===== src/rtl/fifo_drain_if.sv =====
// fifo_drain_if: store read port plus output valid/ready stream of the drain stage
// master: drain controller side (drives src_rd, m_valid, m_data)
// slave:  store/consumer side (drives src_empty, src_data, m_ready)
interface fifo_drain_if #(
  parameter int DATA_W = 8
);
  logic              src_empty;
  logic              src_rd;
  logic [DATA_W-1:0] src_data;
  logic              m_valid;
  logic              m_ready;
  logic [DATA_W-1:0] m_data;
  modport master (input src_empty, src_data, m_ready, output src_rd, m_valid, m_data);
  modport slave (output src_empty, src_data, m_ready, input src_rd, m_valid, m_data);
endinterface


===== src/rtl/fifo_drain_ctrl.sv =====
// fifo_drain_ctrl: credit-controlled read drain from a byte store into a valid/ready stream
// clk, rst_n (async, active-low), en (drain enable), busy (state != IDLE)
// bus: src_empty/src_data in, src_rd out; m_valid/m_data out, m_ready in
// DRAIN_CNT_EN: adds drain_cnt[15:0], a saturating count of output handshakes
module fifo_drain_ctrl #(
  parameter int DATA_W = 8,
  parameter int DEPTH  = 4,
  parameter int RD_LAT = 1
) (
  input  logic clk,
  input  logic rst_n,
  input  logic en,
  output logic busy,
`ifdef DRAIN_CNT_EN
  fifo_drain_if.master bus,
  output logic [15:0] drain_cnt
`else
  fifo_drain_if.master bus
`endif
);
  localparam int AW = $clog2(DEPTH);
  localparam int CW = $clog2(DEPTH + 1);
  localparam int IW = $clog2(RD_LAT + 1);
  typedef enum logic [1:0] {IDLE, RUN, STOP} state_t;
  state_t            state, state_nx;
  logic [RD_LAT-1:0] pipe;
  logic [IW-1:0]     inflight;
  logic [CW:0]       used;
  logic [AW-1:0]     wr_ptr, rd_ptr;
  logic [CW-1:0]     count;
  logic [DATA_W-1:0] mem [DEPTH];
  logic              push, pop;
  assign push = pipe[RD_LAT-1];
  assign pop = bus.m_valid && bus.m_ready;
  assign bus.m_valid = count != '0;
  assign bus.m_data = mem[rd_ptr];
  always_comb begin
    inflight = '0;
    for (int i = 0; i < RD_LAT; i++) inflight = inflight + IW'(pipe[i]);
  end
  always_ff @(posedge clk or negedge rst_n)
    if (!rst_n) state <= IDLE;
    else state <= state_nx;
  always_comb
    state_nx = state == IDLE ? (en ? RUN : IDLE) :
               state == RUN  ? (en ? RUN : STOP) :
               en ? RUN : (inflight == '0 ? IDLE : STOP);
  // credits: reads already in flight own a buffer slot, so full never overflows
  always_comb begin
    used = (CW+1)'(inflight) + (CW+1)'(count);
    busy = state != IDLE;
    bus.src_rd = state == RUN && !bus.src_empty && used < (CW+1)'(DEPTH);
  end
  always_ff @(posedge clk or negedge rst_n)
    if (!rst_n) begin
      pipe   <= '0;
      wr_ptr <= '0;
      rd_ptr <= '0;
      count  <= '0;
      for (int i = 0; i < DEPTH; i++) mem[i] <= '0;
    end else begin
      pipe <= RD_LAT'({pipe, bus.src_rd});
      if (push) begin
        mem[wr_ptr] <= bus.src_data;
        wr_ptr      <= wr_ptr + 1'b1;
      end
      if (pop) rd_ptr <= rd_ptr + 1'b1;
      count <= count + CW'(push) - CW'(pop);
    end
  always_ff @(posedge clk)
    if (rst_n) assert (!(push && count == CW'(DEPTH)));
`ifdef DRAIN_CNT_EN
  always_ff @(posedge clk or negedge rst_n)
    if (!rst_n) drain_cnt <= '0;
    else if (pop && drain_cnt != 16'hFFFF) drain_cnt <= drain_cnt + 1'b1;
`endif
endmodule


===== src/flat_wrapper.sv =====
// flat-port wrapper written by rule: the top's interface ports become plain ports
module fifo_drain_ctrl_flat 
#(
  parameter int DATA_W = 8,
  parameter int DEPTH  = 4,
  parameter int RD_LAT = 1
)
  (clk, rst_n, en, busy, bus_src_empty, bus_src_data, bus_m_ready, bus_src_rd, bus_m_valid, bus_m_data);
  fifo_drain_if #(.DATA_W(DATA_W)) bus_i ();
  input  logic clk;
  input  logic rst_n;
  input  logic en;
  output logic busy;
  input wire logic [$bits(bus_i.src_empty)-1:0] bus_src_empty;
  input wire logic [$bits(bus_i.src_data)-1:0] bus_src_data;
  input wire logic [$bits(bus_i.m_ready)-1:0] bus_m_ready;
  output wire logic [$bits(bus_i.src_rd)-1:0] bus_src_rd;
  output wire logic [$bits(bus_i.m_valid)-1:0] bus_m_valid;
  output wire logic [$bits(bus_i.m_data)-1:0] bus_m_data;
  assign bus_i.src_empty = bus_src_empty;
  assign bus_i.src_data = bus_src_data;
  assign bus_i.m_ready = bus_m_ready;
  assign bus_src_rd = bus_i.src_rd;
  assign bus_m_valid = bus_i.m_valid;
  assign bus_m_data = bus_i.m_data;
  fifo_drain_ctrl #(.DATA_W(DATA_W), .DEPTH(DEPTH), .RD_LAT(RD_LAT)) u_core (.clk(clk), .rst_n(rst_n), .en(en), .busy(busy), .bus(bus_i));
endmodule

===== config.mk =====
export PLATFORM = sky130hd
export DESIGN_NAME = fifo_drain_ctrl_flat
export DESIGN_NICKNAME = d
export VERILOG_FILES = /design/src/rtl/fifo_drain_if.sv /design/src/rtl/fifo_drain_ctrl.sv /design/src/flat_wrapper.sv
export SDC_FILE = /design/constraint.sdc
export NUM_CORES = 1
export LEC_CHECK = 0
export ABC_CLOCK_PERIOD_IN_PS = 2500
export CORE_MARGIN = 2
export CORE_UTILIZATION = 35
export CTS_BUF_LIST = sky130_fd_sc_hd__clkbuf_8
export CTS_CLUSTER_DIAMETER = 120
export DETAILED_ROUTE_END_ITERATION = 16
export PLACE_DENSITY = 0.66
export SLEW_MARGIN = 20
export SYNTH_ARGS = -nofsm -noshare
export SYNTH_HDL_FRONTEND = slang
export SYNTH_SLANG_ARGS = --single-unit

===== constraint.sdc =====
create_clock -name clk -period 2.5 [get_ports clk]
set_input_delay 0.5 -clock clk [delete_from_list [all_inputs] [get_ports clk]]
set_output_delay 0.5 -clock clk [all_outputs]
set_load 0.01 [all_outputs]

* Word-level counts from Yosys, hierarchy flattened
Cells that the tools add are included.
Storage, ports and cells: logic and storage cells 41, output and inout port bits 11, input port bits 13, register bits after elaboration 42
Cells by class: $lt $le $gt $ge 4, bitwise gates (word level) 2, eq/ne operators 1, reduce and logical (&&, ||, !) cells 8, multiplexer cells 12, add/subtract/negate cells 5
Operator list (number):
- bitwise mux 32 bit | 1
- 2-to-1 mux 8 bit | 3
- binary-select mux 8 bit (select 2 bit) | 1
- demux 8 bit (select 2 bit) | 1
- 2-to-1 mux 2 bit | 5
- greater-or-equal comparator 3 bit (second input constant) | 2
- inverter 2 -> 3 bit | 2
- adder 1 x 3 -> 4 bit | 1
- adder 2 x 1 -> 2 bit (second input constant) | 2
- logical AND 1 bit | 4
- less-than comparator 4 x 3 -> 1 bit (second input constant) | 1
- adder 3 x 1 -> 3 bit | 1
- less-than comparator 3 x 1 -> 1 bit (second input constant) | 1
- nonzero test 3 bit | 1
- subtractor 3 x 1 -> 3 bit | 1
- equality test 2 x 1 -> 1 bit (second input constant) | 1
- zero test 2 bit | 1
- nonzero test 2 bit | 1
- zero test 1 bit | 1
- 2-to-1 mux 1 bit | 1

* Depth between registers and ports, before layout
Gate-level depths: netlist of run 1.
depth after elaboration 6, gate-level depth with buffers 7, mapped depth without buffers 6

* Worst setup path after synthesis of run 1
Ideal clock, no wire load.
path kind flip-flop to flip-flop, start point register u_core.count[2], end point register u_core.count[2], path buffers 0, stages on the path, launching flop included 7, data required time 2.377 ns, clock period less this slack 1.824 ns, library setup time 0.123 ns, arrival time 1.701 ns, path slack 0.676 ns, path through dfrtp_1 -> o31a_1 -> ha_1 -> inv_1 -> ha_1 -> fa_1 -> xnor2_1
Between the ends: cells in the longest elaborated chain, start to end 3, elaborated cells between the ends (all ways) 4, classes of those cells add/sub (2); reduce/logical (2)
RTL lines:
- from (decl) | line fifo_drain_ctrl.sv:30 | logic [CW-1:0] count;
- from (signal assigned) | line fifo_drain_ctrl.sv:68 | count <= count + CW'(push) - CW'(pop);
- nonzero test 3 bit | line fifo_drain_ctrl.sv:35 | assign bus.m_valid = count != '0;
- logical AND 1 bit | line fifo_drain_ctrl.sv:34 | assign pop = bus.m_valid && bus.m_ready;
- net u_core.pop | line fifo_drain_ctrl.sv:32 | logic push, pop;
- subtractor 3 x 1 -> 3 bit | line fifo_drain_ctrl.sv:68
The timed path passes the listed nets, and every way through them passes these cells. A chain may end at the register's enable or synchronous reset.

* Final worst setup path of run 1
start point register u_core.rd_ptr[0], end point output bus_m_data[1]
Between the ends: cells in the longest elaborated chain, start to end 4
RTL lines:
- from (decl) | line fifo_drain_ctrl.sv:29 | logic [AW-1:0] wr_ptr, rd_ptr;
- from (signal assigned) | line fifo_drain_ctrl.sv:67 | if (pop) rd_ptr <= rd_ptr + 1'b1;
- inverter 2 -> 3 bit (implied by the code) | line fifo_drain_ctrl.sv:36 | assign bus.m_data = mem[rd_ptr];
- binary-select mux 8 bit (select 2 bit) | line fifo_drain_ctrl.sv:36
- 2-to-1 mux 8 bit (implied by the code) (2 in a row) | line fifo_drain_ctrl.sv:36
- to (decl) | line flat_wrapper.sv:19 | output wire logic [$bits(bus_i.m_data)-1:0] bus_m_data;
Every way passes these cells. The select of a mux whose other input is x is not followed.

==> results.md, run 1 <==
- Detailed-route wire length per cell: around 16 µm
- WP depth: 3
- Setup CP Type: flop to primary output
- DRC viols: 0
- Storage cell area: 1050 µm²
- Gr usage total: 0.133
- Synth warnings: 0
- Post-layout nets: 172
- Hold crit path type: primary input to asynchronous set/reset pin
- Post-DRT Antenna Nets: 0
- Netlist cell types: 23
- Top-area cell type share of the netlist area: 0.557
- Cells after synthesis: 119
- Synth Register Bits: 42
- Initial core utilization: 0.365
- Power, Total: 0.00300 W
- Most common cell after layout, fill and taps aside: dfrtp_1
- Final Hold Fails: 0
- Area grow syn2layout: 23.2%
- Grt ovf: 0
- Worst-Margin Slew: 0.940 ns
- Vias: 1088
- Setup slack, reg-to-reg: 0.48 ns
- TritonRoute pass-1 iters: 4
- Inserted Diodes: 0
- Die area: 6000 µm²
- Clock-pin slew on the worst setup and hold paths: 0.08 ns
- Post-CTS Hold Buffers: 0
- WP buf/inv: 2
- R2r worst-path depth: 7
- Core Util, Final: 0.450
- Pleak: around 1 nW
- Htree depth: 2
- Mapped Nets: 140
- Seq/Total Area, Yosys: 0.557
- Primary FF master, synth: dfrtp_1
- Crit-path leading delay family: buffers and inverters
- Die H: 77.4 µm
- Max incr delay on CP: ~0.52 ns
- # clock sinks: between 40 and 50
- Drt total wl: 3.52 mm
- Slowest stage cell, crit path: mux4_2
- TritonCTS clock tree: built
- Startpoint types: flop
- Crit. End Element: primary output
- Die X-Extent: between 70 and 80 µm
- Ys async rst share: 1.00
- Critical Path RT: 2.00 ns
- Most frequent cells in the layout: 42 x dfrtp_1, 32 x mux2_2, 21 x clkdlybuf4s50_1, 8 x mux4_2, 7 x ha_1
- Clk Latency, worst-skew pair: about 0.29 ns
- Crit path max fanout: 5
- Final period utilization: 0.932
- Max_slew headroom: 0.373
- VDD IR max: approximately 680 µV
- Core area: 5170 µm²
- Footprint of the multi-input gates: 791 µm²
- I/O Pins: 24
- I/O Buffers: 23
- Initial antenna violation count: 0
- Clock buffer depth: 2
- RSZ-0062 raised after global routing: false
- Placed wire-length estimate: 2.42 mm
- Fill cells: roughly 450
- Number of synthesized flops with an enable pin: 0
- Final min period: 2.33 ns
- Max Clk Rate: 0.429 GHz
- Setup TNS Final: 0 ns
- # rows: 26
- Number of buffers created by CTS: 5
- Status: complete, no violations
- Largest net degree at the start of global routing: 43
- Vias per cell: ~5
- Synth Area per Inst: 15.9 µm²
- WP data arrival: 1.83 ns
- Pwr/cell area: 1290 nW/µm²
- Cell taking the most area after synthesis: dfrtp_1
- Cells along the critical path: buf_4, mux4_2, clkdlybuf4s50_1
- Final setup viols: 0
- GP Congestion: a little under 0.7
- Fin. max-slew vios: 0
- Vias in the first global route: ~1200
- First-pass GRT wire length: just over 6 mm
- DRT iter0 DRCs: 49
- Clk_skew: 0.00970 ns
- Share of post-route cells with drive strength above 1: 0.391
- Root Buffer: clkbuf_8
- Synth top area cells: dfrtp_1 56%, mux2_2 19%, mux4_2 9.5%
- Mapped cell area: 1890 µm²
- Max-cap violations: 0
[flip-flops by register name (all words and copies together) (netlist names)]
register and cells:
u_core.count 3, u_core.mem 32, u_core.pipe 1, u_core.rd_ptr 2, u_core.state 2, u_core.wr_ptr 2
[routing by layer]
metal	share of wire	global-route usage	vias to the layer above	wire, µm
met4	0.017	0.0518	0	61
met5	0	0	-	0
met3	0.041	0.0349	9	146
li1	-	-	492	-
met1	0.42	0.162	560	1480
met2	0.52	0.225	27	1840
[metrics by stage]
| stage | hold WS [ns] | instance area (µm²) | setup WS [ns] | std cells |
|---|---|---|---|---|
| 6_report | 0.351 | 2330 | 0.170 | 221 |
| 5_1_grt | 0.429 | 2330 | 0.0992 | 221 |
| 4_1_cts | 0.385 | 2330 | 0.146 | 221 |
| 3_5_place_dp | 0.487 | 2200 | 0.238 | 212 |
| 3_3_place_gp | 0.481 | 2200 | 0.275 | 212 |
| 2_1_floorplan | 0.204 | 1890 | 0.676 | 119 |
[kinds of logic (layout without fill, tap and decap cells)]
logic type / count (synthesis) / count (layout) / synth area share
XOR/XNOR: 4 / 4 / 0.0186
flip-flops: 42 / 42 / 0.557
buffers and inverters: 9 / 41 / 0.0245
AO/OA/AOI/OAI: 4 / 4 / 0.0159
AND/OR/NAND/NOR: 11 / 11 / 0.0358
adder cells (fa/ha/maj): 8 / 8 / 0.0570
multiplexers: 41 / 41 / 0.292
[where the power goes]
| group | switching (W) | internal (W) | total, W | leakage, nW |
|---|---|---|---|---|
| combinational | 0.000447 | 0.000803 | 0.00125 | 0.448 |
| sequential | 0.000203 | 0.00101 | 0.00121 | 0.494 |
| clock | 0.000219 | 0.000320 | 0.000538 | 0.0573 |
[worst paths after layout]
path / start / to
max in group asynchronous: rst_n / u_core.wr_ptr[1]
max reg2reg: u_core.count[1] / u_core.count[2]
min reg2reg: u_core.mem[8] / u_core.mem[8]
max: u_core.rd_ptr[0] / bus_m_data[1]
min: rst_n / u_core.mem[17]
min in group clk: u_core.mem[8] / u_core.mem[8]
[worst register-to-register path: cells and delay by family, from the launching register on]
kind / cells / cell delay (ns)
fa+ha+maj: 3 / 0.86
flops: 1 / 0.40
compound gates: 1 / 0.33
buf+inv: 2 / 0.20
xor+xnor: 1 / 0.14
[Yosys cell counts, types with 2 or more instances]
library cell,n
nand2_1,2
nand2_2,4
mux4_2,8
xnor2_1,2
mux2_2,32
inv_1,6
dfrtp_1,42
xor2_1,2
ha_1,7
[final cells by class]
type | instances | share of cell area
inverter | 6 | 0.00968
timing repair buffer | 28 | 0.112
clock buffer | 6 | 0.0355
sequential | 42 | 0.452
multi-input combinational | 68 | 0.340
tap | 70 | 0.0377
clock inverter | 1 | 0.0129
[repair_timing]
action | 4_1_cts | 5_1_grt
setup buffers | 2 | 0
resized for setup | 1 | 0
setup endpoints to repair | 1 | 0
Note: power is estimated with default switching activity, not from simulation.
==> inputs of run 2 (changes only) <==
- CAP_MARGIN: unset -> 0
- CTS_CLUSTER_DIAMETER: 120 -> unset
==> results of run 2 <==
The final DEF is identical to that of run 1; final timing and power are the same.
